`config.mk`:
```
export PLATFORM = sky130hd
export DESIGN_NAME = cla_pipe_addsub_flat
export DESIGN_NICKNAME = d
export VERILOG_FILES = /design/src/rtl/cla_pipe_addsub_if.sv /design/src/rtl/cla_pipe_addsub.sv /design/src/flat_wrapper.sv
export SDC_FILE = /design/constraint.sdc
export NUM_CORES = 1
export LEC_CHECK = 0
export ABC_AREA = 0
export CORE_MARGIN = 3
export CORE_UTILIZATION = 25
export CTS_BUF_LIST = sky130_fd_sc_hd__clkbuf_2 sky130_fd_sc_hd__clkbuf_4 sky130_fd_sc_hd__clkbuf_8
export CTS_CLUSTER_DIAMETER = 150
export DETAILED_ROUTE_END_ITERATION = 7
export GPL_ROUTABILITY_DRIVEN = 0
export PLACE_DENSITY = 0.48
export SYNTH_ARGS = -nofsm -noshare
export SYNTH_HDL_FRONTEND = slang
export SYNTH_SLANG_ARGS = --single-unit
```
`constraint.sdc`:
```
create_clock -name clk -period 10 [get_ports clk]
set_input_delay 2.5 -clock clk [delete_from_list [all_inputs] [get_ports clk]]
set_output_delay 2.5 -clock clk [all_outputs]
set_load 0.005 [all_outputs]
```
`src/rtl/cla_pipe_addsub_if.sv`:
```
// Stream interface for cla_pipe_addsub: operand beat in, result beat out, valid/ready on both sides.
interface cla_pipe_addsub_if #(
    parameter int unsigned WIDTH = 16
) ();
    logic             in_valid;
    logic             in_ready;
    logic [WIDTH-1:0] a;
    logic [WIDTH-1:0] b;
    logic             cin;
    logic             sub;
    logic             out_valid;
    logic             out_ready;
    logic [WIDTH-1:0] sum;
    logic             cout;
    logic             ovf;

    modport master (
        output in_valid, a, b, cin, sub, out_ready,
        input  in_ready, out_valid, sum, cout, ovf
    );

    modport slave (
        input  in_valid, a, b, cin, sub, out_ready,
        output in_ready, out_valid, sum, cout, ovf
    );
endinterface

```
`src/rtl/cla_pipe_addsub.sv`:
```
// Pipelined carry-lookahead adder/subtractor: one 4-bit lookahead group is resolved per stage,
// with a single global advance enable so the whole pipe stalls together.
module cla_pipe_addsub #(
    parameter int unsigned WIDTH = 16
) (
    input logic              clk,
    input logic              rst,
    cla_pipe_addsub_if.slave bus
);
    localparam int unsigned LAT = WIDTH / 4;

    logic             adv;
    logic             out_valid_q;
    logic             cout_q;
    logic             ovf_q;
    logic [WIDTH-1:0] sum_q;

    assign adv           = bus.out_ready | ~out_valid_q;
    assign bus.in_ready  = adv;
    assign bus.out_valid = out_valid_q;
    assign bus.sum       = sum_q;
    assign bus.cout      = cout_q;
    assign bus.ovf       = ovf_q;

    for (genvar k = 0; k < LAT; k++) begin : g_stage
        localparam int unsigned LO = 4 * k;

        logic             v_q;
        // {resolved sum bits LO-1..0, carry into group k}
        logic [LO:0]      cs_q;
        logic [WIDTH-1:LO] a_q;
        logic [WIDTH-1:LO] bp_q;

        logic [3:0]       p;
        logic [3:0]       g;
        logic [3:0]       s;
        logic [4:0]       c;
        logic [LO+4:0]    nxt_cs;

        if (k == 0) begin : g_load
            always_ff @(posedge clk or posedge rst) begin
                if (rst) begin
                    v_q  <= 1'b0;
                    cs_q <= '0;
                    a_q  <= '0;
                    bp_q <= '0;
                end else if (adv) begin
                    v_q  <= bus.in_valid;
                    cs_q <= bus.cin ^ bus.sub;
                    a_q  <= bus.a;
                    bp_q <= bus.b ^ {WIDTH{bus.sub}};
                end
            end
        end else begin : g_load
            always_ff @(posedge clk or posedge rst) begin
                if (rst) begin
                    v_q  <= 1'b0;
                    cs_q <= '0;
                    a_q  <= '0;
                    bp_q <= '0;
                end else if (adv) begin
                    v_q  <= g_stage[k-1].v_q;
                    cs_q <= g_stage[k-1].nxt_cs;
                    a_q  <= g_stage[k-1].a_q[WIDTH-1:LO];
                    bp_q <= g_stage[k-1].bp_q[WIDTH-1:LO];
                end
            end
        end

        always_comb begin
            p    = a_q[LO+3:LO] ^ bp_q[LO+3:LO];
            g    = a_q[LO+3:LO] & bp_q[LO+3:LO];
            c[0] = cs_q[0];
            c[1] = g[0] | (p[0] & c[0]);
            c[2] = g[1] | (p[1] & g[0]) | (p[1] & p[0] & c[0]);
            c[3] = g[2] | (p[2] & g[1]) | (p[2] & p[1] & g[0]) | (p[2] & p[1] & p[0] & c[0]);
            c[4] = g[3] | (p[3] & g[2]) | (p[3] & p[2] & g[1]) | (p[3] & p[2] & p[1] & g[0])
                 | (p[3] & p[2] & p[1] & p[0] & c[0]);
            s    = p ^ c[3:0];
            // Append this group's sum bits; the consumed carry slot takes the group carry-out.
            nxt_cs    = {s, cs_q};
            nxt_cs[0] = c[4];
        end
    end

    always_ff @(posedge clk or posedge rst) begin
        if (rst) begin
            out_valid_q <= 1'b0;
            sum_q       <= '0;
            cout_q      <= 1'b0;
            ovf_q       <= 1'b0;
        end else if (adv) begin
            out_valid_q <= g_stage[LAT-1].v_q;
            sum_q       <= g_stage[LAT-1].nxt_cs[WIDTH:1];
            cout_q      <= g_stage[LAT-1].nxt_cs[0];
            ovf_q       <= g_stage[LAT-1].c[3] ^ g_stage[LAT-1].c[4];
        end
    end
endmodule

```
`src/flat_wrapper.sv`:
```
// flat-port wrapper written by rule: the top's interface ports become plain ports
module cla_pipe_addsub_flat 
#(
    parameter int unsigned WIDTH = 16
)
  (clk, rst, bus_in_valid, bus_a, bus_b, bus_cin, bus_sub, bus_out_ready, bus_in_ready, bus_out_valid, bus_sum, bus_cout, bus_ovf);
  cla_pipe_addsub_if #(.WIDTH(WIDTH)) bus_i ();
  input logic clk;
  input logic rst;
  input wire logic [$bits(bus_i.in_valid)-1:0] bus_in_valid;
  input wire logic [$bits(bus_i.a)-1:0] bus_a;
  input wire logic [$bits(bus_i.b)-1:0] bus_b;
  input wire logic [$bits(bus_i.cin)-1:0] bus_cin;
  input wire logic [$bits(bus_i.sub)-1:0] bus_sub;
  input wire logic [$bits(bus_i.out_ready)-1:0] bus_out_ready;
  output wire logic [$bits(bus_i.in_ready)-1:0] bus_in_ready;
  output wire logic [$bits(bus_i.out_valid)-1:0] bus_out_valid;
  output wire logic [$bits(bus_i.sum)-1:0] bus_sum;
  output wire logic [$bits(bus_i.cout)-1:0] bus_cout;
  output wire logic [$bits(bus_i.ovf)-1:0] bus_ovf;
  assign bus_i.in_valid = bus_in_valid;
  assign bus_i.a = bus_a;
  assign bus_i.b = bus_b;
  assign bus_i.cin = bus_cin;
  assign bus_i.sub = bus_sub;
  assign bus_i.out_ready = bus_out_ready;
  assign bus_in_ready = bus_i.in_ready;
  assign bus_out_valid = bus_i.out_valid;
  assign bus_sum = bus_i.sum;
  assign bus_cout = bus_i.cout;
  assign bus_ovf = bus_i.ovf;
  cla_pipe_addsub #(.WIDTH(WIDTH)) u_core (.clk(clk), .rst(rst), .bus(bus_i));
endmodule
```
==> qor.txt <==
period utilization = 69.6%
drt first pass iters = 6
P_leak = 3.29 nW
Crit path buffers/inverters = 4
DR WL/cell = 11.8 um
cell mode on critical path = clkdlybuf4s50_1
Setup Crit Path Kind = in -> out
I/O pin total = 58
input/output buffers = 57
first-pass GRT wire length = 19.3 mm
Placed Area = 6370 um2
Worst R2R End = u_core.g_stage[3].cs_q[11]$_DFFE_PP0P_
Worst Setup Start Kind = input port
CTS tree = done
hold path endpoint = u_core.bus.out_valid$_DFFE_PP0P_
status = completed
leading area contributor after synthesis = dfrtp_1
nets@finish = 705
Highest Clock Rate = 144 MHz
Hold Violations, Final = 0
area grow syn2layout = 22.1%
CP max stage cell = clkdlybuf4s50_1
clk root buf = clkbuf_8
Hold Path Class = reg -> reg
vias in the first global route = 3907
Syn Nets = 655
post-route cell area = 6840 um2
grt total ovfl = 0
Worst-Skew Late Latency = 0.44 ns
initial core utilization = 25.6%
hold path depth = 1
Worst Hold Launch = u_core.g_stage[3].v_q$_DFFE_PP0P_
synthesized area = 5600 um2
fillers = 2338
Die Wd = 156 um
WP depth = 5
clock sinks = 131
vias per cell = 4.03
PnR worst setup slack = 3.04 ns
crit end category = output pin
CTS max path bufs = 2
slack of the worst reg-to-reg path = 7.53 ns
skew final = 0.0131 ns
DR vias = 3792
critical path fanouts, max = 59
CTS buffer count = 17
initial antenna violation count = 0
Detailed Route Iter0 Violations = 206
post-CTS setup buffers = 0
CTS hold repair buffers = 0
relative slew slack = 23.0%
total global-route track usage = 10.1%
ANT nets after route = 0
reg2reg path depth = 6
Synth warnings = 0
Slew @ Worst Pin = 1.15 ns
CP Data Required Time = 7.50 ns
Die Span Y = 156 um
Clock Pin Slew Worst Setup and Hold Paths = 0.07 ns
Worst VDD drop = 0.0000954 V
CP max stage delay = 0.61 ns
Core Region = 21900 um2
post-detail-place hpwl = 6.92 mm
pwr/cell area = 309 nW/um2
RR Startpoint = u_core.bus.out_valid$_DFFE_PP0P_
drt drc = 0
Final min period = 6.96 ns
max-slew violation count = 0
Die ar. = 24200 um2
final WL = 11.1 mm
syn avg cell area = 9.38 um2
synth unique cells = 24
htree depth = 4
DP Worst Slack = 3.01 ns
row count = 54
diode count = 0
fraction of layout cells with a size suffix above 1 = 6.67%
Resized Gates After CTS = 0
final setup TNS = 0 ns
Post-Synthesis Cells = 597
post-synth top area share = 58.5%
post-synthesis sequential area ratio = 58.5%
critical path, cell by cell = clkdlybuf4s50_1, nor2b_4, buf_4, inv_4, clkdlybuf4s50_1
final setup fails = 0
cell family with most CP delay = buffers and inverters
pin count of the biggest net entering global routing = 80
main area contributors after synthesis = dfrtp_1 (59%), nand2_1 (19%), ha_1 (3.6%), o21ai_0 (3.2%), xnor2_1 (3.0%)
Critical Path AT = 4.46 ns
Synth Register Bits = 131
number of max-cap violations = 0
RSZ-0062 raised after global routing = no
==> sequential cells by signal, summed over array words and instances (netlist names) <==
| register | count |
|---|---|
| u_core.bus.sum | 16 |
| u_core.g_stage.a_q | 40 |
| u_core.bus.cout | 1 |
| u_core.bus.ovf | 1 |
| u_core.g_stage.bp_q | 40 |
| u_core.g_stage.cs_q | 28 |
| u_core.g_stage.v_q | 4 |
| u_core.bus.out_valid | 1 |
==> cells by family (layout without fill, tap and decap cells) <==
group / count (synthesis) / count (layout) / synth area share (%)
AND/OR/NAND/NOR: 303 / 303 / 20.4
flip-flops: 131 / 131 / 58.5
AO/OA/AOI/OAI: 73 / 73 / 7.58
buffers and inverters: 44 / 107 / 4.34
XOR/XNOR: 25 / 25 / 3.91
adder cells (fa/ha/maj): 20 / 20 / 5.01
multiplexers: 1 / 1 / 0.179
==> where the power goes <==
group,internal [W],switching [W]
registers,0.000767,0.000128
logic,0.000322,0.000379
clock network,0.000300,0.000215
total,0.00139,0.000722
==> cells in the mapped netlist, drive strengths merged <==
| cell type | number |
|---|---|
| o21ai | 40 |
| a21o | 4 |
| a21oi | 17 |
| inv | 14 |
| nor2 | 14 |
| mux2i | 1 |
| o21bai | 4 |
| xor2 | 6 |
| a211oi | 8 |
| nor2b | 1 |
| dfrtp | 131 |
| xnor2 | 19 |
| buf | 28 |
| nand2b | 1 |
| fa | 4 |
| ha | 16 |
| nand2 | 287 |
| clkbuf | 2 |
==> per-stage QoR <==
stage	power [W]	utilization (%)	hold slack, ns	cells
after floorplan	0.00141	-	0.430	597
after global placement	0.00162	29.1	0.445	908
after detailed placement	0.00163	29.1	0.448	908
after CTS	0.00216	31.2	0.464	940
after global routing	0.00231	31.2	0.492	940
final	0.00211	31.2	0.460	940
==> how the worst max path moves through the flow <==
stage | startpoint | end
finish | bus_out_ready | bus_in_ready
global route | bus_out_ready | bus_in_ready
CTS | bus_out_ready | bus_in_ready
detailed placement | bus_out_ready | bus_in_ready
global placement | bus_out_ready | bus_in_ready
floorplan | rst | u_core.bus.cout$_DFFE_PP0P_
==> routing by layer <==
metal	global-route usage [%]	wire, um	vias to the layer above
met5	0	0	-
met4	4.50	140	0
met3	2.83	447	8
met2	15.1	4810	52
met1	13.6	5720	1747
li1	-	-	1985
==> layout make-up <==
| class | instances | area [um2] | area share (%) |
|---|---|---|---|
| clock inverters | 11 | 174 | 2.54 |
| well taps | 280 | 350 | 5.13 |
| inverters | 14 | 60.1 | 0.879 |
| clock buffers | 21 | 289 | 4.23 |
| flip-flops and latches | 131 | 3280 | 48.0 |
| multi-input cells | 422 | 2080 | 30.5 |
| repair buffers | 61 | 601 | 8.79 |
==> cells in the final DEF, fill, tap and decap left out <==
cell type        count
dfrtp_1            131
fa_1                 4
inv_1               12
o21bai_2             1
clkinv_4             2
nand2b_1             1
ha_1                16
clkbuf_8            21
a21o_1               4
a21oi_1             13
clkinvlp_4           3
inv_4                1
a211oi_1             8
mux2i_1              1
o21bai_1             3
nand2_1            287
nor2b_4              1
nor2_1              14
clkinv_2             1
o21ai_1              4
inv_6                2
a21oi_2              4
bufinv_16            4
o21ai_0             36
buf_4                4
xnor2_1             19
xor2_1               6
clkdlybuf4s50_1     57
Note: power is estimated with default switching activity, not from simulation.
